### config.mk
export PLATFORM = sky130hd
export DESIGN_NAME = apb_master_bridge
export DESIGN_NICKNAME = d
export VERILOG_FILES = /design/src/rtl/apb_master_bridge.sv
export SDC_FILE = /design/constraint.sdc
export NUM_CORES = 1
export LEC_CHECK = 0
export CORE_AREA = 2 2 67 69
export CTS_CLUSTER_DIAMETER = 150
export DETAILED_ROUTE_END_ITERATION = 6
export DIE_AREA = 0 0 69 71
export PLACE_DENSITY = 0.78
export REMOVE_ABC_BUFFERS = 1
export SYNTH_ARGS = -nofsm -noshare
export SYNTH_HDL_FRONTEND = slang
export SYNTH_SLANG_ARGS = --single-unit
### constraint.sdc
create_clock -name clk -period 2.2 [get_ports clk]
set_input_delay 0.44 -clock clk [delete_from_list [all_inputs] [get_ports clk]]
set_output_delay 0.44 -clock clk [all_outputs]
set_load 0.03 [all_outputs]
### src/rtl/apb_master_bridge.sv
// APB requester: takes one command at a time on a valid/ready port, runs SETUP/ACCESS
// against slave 1 or 2 (address MSB) and returns read data or a timeout error strobe.
module apb_master_bridge #(
    parameter int unsigned ADDR_W  = 8,
    parameter int unsigned DATA_W  = 8,
    parameter int unsigned TIMEOUT = 16
) (
    input  logic              clk,
    input  logic              reset,
    input  logic              req_valid,
    output logic              req_ready,
    input  logic              req_write,
    input  logic [ADDR_W:0]   req_addr,
    input  logic [DATA_W-1:0] req_wdata,
    output logic              rsp_valid,
    output logic [DATA_W-1:0] rsp_rdata,
    output logic              rsp_err,
    output logic              PSEL1,
    output logic              PSEL2,
    output logic              PENABLE,
    output logic              PWRITE,
    output logic [ADDR_W-1:0] PADDR,
    output logic [DATA_W-1:0] PWDATA,
    input  logic [DATA_W-1:0] PRDATA1,
    input  logic [DATA_W-1:0] PRDATA2,
    input  logic              PREADY1,
    input  logic              PREADY2
);

    localparam int unsigned CntW           = (TIMEOUT == 0) ? 1 : $clog2(TIMEOUT + 1);
    localparam int unsigned TimeoutLastInt = (TIMEOUT == 0) ? 0 : TIMEOUT - 1;
    localparam logic [CntW-1:0] TimeoutLast = TimeoutLastInt[CntW-1:0];

    typedef enum logic [1:0] {StIdle, StSetup, StAccess} state_e;

    state_e            state_q, state_d;
    logic [CntW-1:0]   cnt_q, cnt_d;
    logic              sel2_q, sel2_d;

    logic              req_ready_q, req_ready_d;
    logic              rsp_valid_q, rsp_valid_d;
    logic [DATA_W-1:0] rsp_rdata_q, rsp_rdata_d;
    logic              rsp_err_q, rsp_err_d;
    logic              psel1_q, psel1_d;
    logic              psel2_q, psel2_d;
    logic              penable_q, penable_d;
    logic              pwrite_q, pwrite_d;
    logic [ADDR_W-1:0] paddr_q, paddr_d;
    logic [DATA_W-1:0] pwdata_q, pwdata_d;

    logic              accept;
    logic              pready_sel;
    logic [DATA_W-1:0] prdata_sel;
    logic              timeout_hit;

    // Only the latched target's handshake is ever looked at.
    assign pready_sel  = sel2_q ? PREADY2 : PREADY1;
    assign prdata_sel  = sel2_q ? PRDATA2 : PRDATA1;
    assign accept      = (state_q == StIdle) && req_valid && req_ready_q;
    // Abort at the end of the TIMEOUT-th ACCESS cycle that still sees no PREADY.
    assign timeout_hit = (TIMEOUT != 0) && (cnt_q == TimeoutLast);

    always_ff @(posedge clk) begin
        if (!reset) begin
            state_q     <= StIdle;
            cnt_q       <= '0;
            sel2_q      <= 1'b0;
            req_ready_q <= 1'b0;
            rsp_valid_q <= 1'b0;
            rsp_rdata_q <= '0;
            rsp_err_q   <= 1'b0;
            psel1_q     <= 1'b0;
            psel2_q     <= 1'b0;
            penable_q   <= 1'b0;
            pwrite_q    <= 1'b0;
            paddr_q     <= '0;
            pwdata_q    <= '0;
        end else begin
            state_q     <= state_d;
            cnt_q       <= cnt_d;
            sel2_q      <= sel2_d;
            req_ready_q <= req_ready_d;
            rsp_valid_q <= rsp_valid_d;
            rsp_rdata_q <= rsp_rdata_d;
            rsp_err_q   <= rsp_err_d;
            psel1_q     <= psel1_d;
            psel2_q     <= psel2_d;
            penable_q   <= penable_d;
            pwrite_q    <= pwrite_d;
            paddr_q     <= paddr_d;
            pwdata_q    <= pwdata_d;
        end
    end

    always_comb begin
        state_d = state_q;
        cnt_d   = cnt_q;
        unique case (state_q)
            StIdle: begin
                if (accept) begin
                    state_d = StSetup;
                    cnt_d   = '0;
                end
            end
            StSetup: state_d = StAccess;
            StAccess: begin
                if (pready_sel || timeout_hit) begin
                    state_d = StIdle;
                end else if (cnt_q != '1) begin
                    cnt_d = cnt_q + CntW'(1);
                end
            end
            default: state_d = StIdle;
        endcase
    end

    always_comb begin
        sel2_d      = sel2_q;
        pwrite_d    = pwrite_q;
        paddr_d     = paddr_q;
        pwdata_d    = pwdata_q;
        req_ready_d = 1'b0;
        rsp_valid_d = 1'b0;
        rsp_rdata_d = '0;
        rsp_err_d   = 1'b0;
        psel1_d     = 1'b0;
        psel2_d     = 1'b0;
        penable_d   = 1'b0;
        unique case (state_q)
            StIdle: begin
                req_ready_d = 1'b1;
                if (accept) begin
                    req_ready_d = 1'b0;
                    sel2_d      = req_addr[ADDR_W];
                    pwrite_d    = req_write;
                    paddr_d     = req_addr[ADDR_W-1:0];
                    pwdata_d    = req_wdata;
                    psel1_d     = !req_addr[ADDR_W];
                    psel2_d     = req_addr[ADDR_W];
                end
            end
            StSetup: begin
                psel1_d   = !sel2_q;
                psel2_d   = sel2_q;
                penable_d = 1'b1;
            end
            StAccess: begin
                if (pready_sel) begin
                    req_ready_d = 1'b1;
                    rsp_valid_d = 1'b1;
                    rsp_rdata_d = pwrite_q ? '0 : prdata_sel;
                end else if (timeout_hit) begin
                    req_ready_d = 1'b1;
                    rsp_valid_d = 1'b1;
                    rsp_err_d   = 1'b1;
                end else begin
                    psel1_d   = !sel2_q;
                    psel2_d   = sel2_q;
                    penable_d = 1'b1;
                end
            end
            default: ;
        endcase
    end

    assign req_ready = req_ready_q;
    assign rsp_valid = rsp_valid_q;
    assign rsp_rdata = rsp_rdata_q;
    assign rsp_err   = rsp_err_q;
    assign PSEL1     = psel1_q;
    assign PSEL2     = psel2_q;
    assign PENABLE   = penable_q;
    assign PWRITE    = pwrite_q;
    assign PADDR     = paddr_q;
    assign PWDATA    = pwdata_q;

endmodule

Yosys cells after proc, flatten, opt, wreduce, memory -nomap -nowiden
Index checks and enable logic that the tools add are counted.

operators by class
  reduce and logical (&&, ||, !) cells = 13
  add/sub/neg operators = 1
  mux-type cells = 24
  bitwise gates (word level) = 3
  eq/ne operators = 8

operator list
  kind                                                 number
  2-to-1 mux 5 bit                                     3
  2-to-1 mux 1 bit                                     12
  case mux 5 bit (2 select lines)                      1
  2-to-1 mux 8 bit                                     1
  inequality test 2 bit, second input constant         4
  case mux 1 bit (3 select lines)                      2
  case mux 2 bit (3 select lines)                      1
  AND reduction 2 bit                                  3
  adder 5 x 1 -> 5 bit, second input constant          1
  equality test 5 x 4 -> 1 bit, second input constant  1
  inequality test 5 bit, second input constant         1
  2-to-1 mux 2 bit                                     2
  case mux 1 bit (2 select lines)                      2
  AND reduction 4 bit                                  1
  OR reduction 4 bit                                   1
  inverter 1 bit                                       3
  OR reduction 3 bit                                   1
  equality test 2 x 1 -> 1 bit, second input constant  1
  equality test 2 bit, second input constant           1
  logical AND 1 bit                                    2
  zero test 1 bit                                      2
  zero test 2 bit                                      1
  nonzero test 2 bit                                   1
  logical OR 1 bit                                     1

storage, ports and cells
  input port bits = 39
  register bits after elaboration = 39
  output and inout port bits = 31
  word-level logic and storage cells = 62

Depth between registers and ports, before layout
  depth after elaboration = 5
  mapped depth = 7
  mapped depth without buffers = 6

Least setup slack after synthesis
No wires, ideal clock.

  kind = register -> register
  start point = register cnt_q[0]
  end point = register state_q[0]
  cell stages (with the launch flop) = 8
  arrival = 1.646 ns
  buffers on the path = 1
  slack = 0.482 ns
  setup time = 0.072 ns
  required time = 2.128 ns
  clock period less this slack = 1.718 ns
  cell sequence = dfxtp_1 ha_1 and3_1 ha_1 clkbuf_1 inv_1 a31oi_1 mux2i_1

on the way
  cells in the longest elaborated chain, start to end = 4

RTL lines
  element                                 RTL line  RTL
  from (decl)                             37        logic [CntW-1:0] cnt_q, cnt_d;
  from (signal assigned)                  80        cnt_q <= cnt_d;
  equality test 5 x 4 -> 1 bit            61        assign timeout_hit = (TIMEOUT != 0) && (cnt_q == TimeoutLast);
  net timeout_hit                         54        logic timeout_hit;
  logical OR 1 bit                        107       if (pready_sel || timeout_hit) begin
  inequality test 2 bit (no source line)  n/a
  AND reduction 2 bit (no source line)    n/a
  to (signal assigned)                    65        state_q <= StIdle;
  to (signal assigned)                    79        state_q <= state_d;
  to (decl)                               36        state_e state_q, state_d;

The timed path passes the listed nets, and every way through them passes these cells.
A chain may end at the register's enable or synchronous reset.

Worst setup path in the final report
  start point = register cnt_q[1]
  end point = register state_q[1]

Same word-level chain as after synthesis.

==> results.json <==
{
  "powerDensity_nw_per_um2": 863,
  "cts.sinks": 39,
  "critical_path.max_fanout": 11,
  "die_area_um2": 4900,
  "grt_usage_pct": 17.9,
  "layout-area-overhead-vs-synth_pct": 50.9,
  "firstDrtPassIters": 4,
  "power.leakage_nw": 0.964,
  "coreArea_um2": 4200,
  "drive_gt1_share_pct": 9.13,
  "cp_slowest_stage_delay_ns": 0.40,
  "status": "completed",
  "grt-ovfl-total": 0,
  "final_min_period_over_clock_period_pct": 89.4,
  "reg2regPathDepth": 6,
  "final_period_minus_worst_setup_slack_ns": 1.97,
  "synth.cell_area_um2": 1740,
  "hold_viol_final": 0,
  "number_of_placement_rows": 24,
  "vias": 1552,
  "final-max-slew-violation-count": 0,
  "ff2ff_setup_slack_ns": 0.23,
  "ff_latch_area_um2": 781,
  "globalplace.congestion": 0.836,
  "r2r_start": "cnt_q[1]",
  "root_buffer": "sky130_fd_sc_hd__clkbuf_8",
  "via_per_inst": 4.93,
  "detail_route.drc_violations": 0,
  "number_of_violations_reported_at_the_end_of_detailed_routing_iteration_0": 112,
  "startpoint_type": "flop",
  "die_h_um": 71,
  "totalWireLength_mm": 4.12,
  "grt_antenna_before_repair": 0,
  "timing.critical_path.arrival_ns": 2.18,
  "timing.critical_path.max_delay_family": "adder cells",
  "cp-end-kind": "flop",
  "path_clk_slew_ns": 0.08,
  "antenna_left": 0,
  "die_width_um": 69,
  "dp_hpwl_mm": 3.07,
  "setup-tns-final_ns": 0,
  "synth.avg_cell_area_um2": 9.11,
  "cts_tree": "yes",
  "layout.cells.most_common": "sky130_fd_sc_hd__clkdlybuf4s50_1",
  "grt_first_pass_wirelength_mm": 7.09,
  "slew_headroom_pct": 61.1,
  "floorplan.initialDensity_pct": 41.4,
  "critical_path.slowest_cell": "sky130_fd_sc_hd__ha_1",
  "cts_setup_buffers": 0,
  "syn_inst": 191,
  "first_global_vias": 1492,
  "finish.net_count": 310,
  "cpMostUsedCell": "sky130_fd_sc_hd__ha_1",
  "cts_max_path_buffers": 2,
  "filler_instances": 387,
  "maxCapViolations": 0,
  "clock_latency_ns": 0.29,
  "ctsHtreeMaxLevel": 2,
  "clock-skew-final_ns": 0.00916,
  "ys.warnings.count": 0,
  "hold_depth": 2,
  "crit_chain": "ha_1 -> and3_1 -> ha_1 -> inv_1 -> a31oi_1 -> mux2i_1",
  "pin_count_of_the_biggest_net_entering_global_routing": 26,
  "cts_resized": 0,
  "floorplan.io_pins": 70,
  "whs_endpoint": "PWDATA[3]",
  "multi_input_comb_area_um2": 886,
  "report.final.setup_viol": 0,
  "synth.ff_latch_count": 39,
  "peakVddDrop_mv": 0.447,
  "n_antenna_cell": 0,
  "route.detailed.wl_per_inst_um": 13.1,
  "ctsHoldBuffers": 0,
  "port_buffers": 69,
  "netlist-cell-type-count": 37,
  "unrepaired_setup_endpoints_after_global_routing": "no",
  "critical_path.reg2reg.endpoint": "state_q[1]",
  "worst_pin_slew_ns": 0.579,
  "most_frequent_cells_in_the_layout": "69 x sky130_fd_sc_hd__clkdlybuf4s50_1, 42 x sky130_fd_sc_hd__nand2_1, 39 x sky130_fd_sc_hd__dfxtp_1",
  "holdCritStartpoint": "PWDATA[3]",
  "final_util_pct": 62.5,
  "fin_total_pwr_mw": 2.27,
  "path_class": "reg2reg",
  "cts_made_buffers": 5,
  "worst_path_required_ns": 2.42,
  "worst-path-buf-inv": 1,
  "post_synthesis_sequential_area_ratio_pct": 44.9,
  "achievable-frequency_ghz": 0.509,
  "timing.hold.worst.class": "reg2reg"
}
==> through the flow <==
stage,worst slack [ns],instance area (µm²),instances,hold slack (ns)
after CTS,0.249,2630,315,0.456
after global placement,0.261,2490,307,0.440
after floorplan,0.559,1700,181,0.452
after detailed placement,0.237,2490,307,0.444
final,0.233,2630,315,0.454
after global routing,0.0488,2630,315,0.475
==> cell type report <==
| cell class | count | share of cell area, % |
|---|---|---|
| tap | 52 | 2.48 |
| sequential | 39 | 29.7 |
| clock inverter | 3 | 2.57 |
| clock buffer | 5 | 2.62 |
| timing repair buffer | 74 | 27.7 |
| multi-input combinational | 134 | 33.7 |
| inverter | 8 | 1.14 |
==> how the worst max path moves through the flow <==
stage / from / endpoint / slack (ns) / cells after the start
2_1_floorplan: cnt_q[0] / cnt_q[0] / 0.56 / 6
4_1_cts: cnt_q[0] / state_q[1] / 0.25 / 6
6_report: cnt_q[1] / state_q[1] / 0.23 / 6
3_5_place_dp: PREADY1 / rsp_rdata[6] / 0.24 / 5
5_1_grt: cnt_q[0] / state_q[0] / 0.05 / 6
3_3_place_gp: PREADY1 / rsp_rdata[5] / 0.26 / 5
==> worst min-delay path, stage by stage (launching register included) <==
cell	delay (ns)
sky130_fd_sc_hd__dfxtp_1	0.31
sky130_fd_sc_hd__nand2_1	0.05
sky130_fd_sc_hd__a21boi_1	0.05
==> registers in the layout, indices dropped and copies added (netlist names) <==
name and cells:
PSEL1 1, state_q 2, req_ready 1, rsp_err 1, PWDATA 8, PWRITE 1
rsp_rdata 8, PSEL2 1, sel2_q 1, cnt_q 5, rsp_valid 1, PENABLE 1
PADDR 8
==> Yosys cell counts <==
library cell,number,area (µm²)
sky130_fd_sc_hd__a31oi_1,3,18.8
sky130_fd_sc_hd__mux2i_1,10,100
sky130_fd_sc_hd__clkbuf_1,6,22.5
sky130_fd_sc_hd__inv_1,8,30.0
sky130_fd_sc_hd__o311ai_1,2,17.5
sky130_fd_sc_hd__and3_1,2,12.5
sky130_fd_sc_hd__buf_4,1,7.51
sky130_fd_sc_hd__nor3b_1,2,15.0
sky130_fd_sc_hd__mux2i_2,1,13.8
sky130_fd_sc_hd__nand4_1,4,25.0
sky130_fd_sc_hd__nor3_1,1,5.00
sky130_fd_sc_hd__mux2_2,1,11.3
sky130_fd_sc_hd__a21boi_1,20,150
sky130_fd_sc_hd__or3_1,1,6.26
sky130_fd_sc_hd__nor2b_1,1,6.26
sky130_fd_sc_hd__o31ai_1,1,7.51
sky130_fd_sc_hd__nand2_1,42,158
sky130_fd_sc_hd__a21oi_1,2,10.0
sky130_fd_sc_hd__and3b_1,1,8.76
sky130_fd_sc_hd__buf_2,2,10.0
sky130_fd_sc_hd__ha_1,9,113
sky130_fd_sc_hd__nor4bb_1,1,10.0
sky130_fd_sc_hd__nor2_2,8,50.1
sky130_fd_sc_hd__dfxtp_1,39,781
sky130_fd_sc_hd__a211o_1,1,8.76
sky130_fd_sc_hd__and4b_1,1,10.0
sky130_fd_sc_hd__a21bo_2,1,10.0
sky130_fd_sc_hd__nor2_1,3,11.3
sky130_fd_sc_hd__and2_1,2,12.5
sky130_fd_sc_hd__o211ai_1,5,37.5
sky130_fd_sc_hd__nand2b_1,2,12.5
sky130_fd_sc_hd__o21ai_1,3,15.0
sky130_fd_sc_hd__o311ai_0,1,8.76
sky130_fd_sc_hd__buf_1,1,3.75
sky130_fd_sc_hd__nand3_1,1,5.00
sky130_fd_sc_hd__a41oi_1,1,8.76
sky130_fd_sc_hd__o21bai_1,1,7.51
==> logic make-up after synthesis <==
family	Yosys count	share of synthesized area, %
mux	12	7.19
flops	39	44.9
simple gates	72	20.0
fa+ha+maj	9	6.47
buf+inv	18	4.24
compound gates	41	17.3
==> report_power, final <==
| group | total, mW | internal, mW | switching (mW) | leakage, nW |
|---|---|---|---|---|
| logic | 0.728 | 0.323 | 0.405 | 0.583 |
| registers | 0.836 | 0.785 | 0.0518 | 0.316 |
| clock network | 0.702 | 0.452 | 0.250 | 0.0644 |
| total | 2.27 | 1.56 | 0.706 | 0.964 |
==> routing by layer <==
metal	wire length [µm]	global-route usage, %
met5	0	0
met4	60	4.58
met3	217	5.41
met2	1990	29.9
met1	1850	22.5
Note: power is estimated with default switching activity, not from simulation.
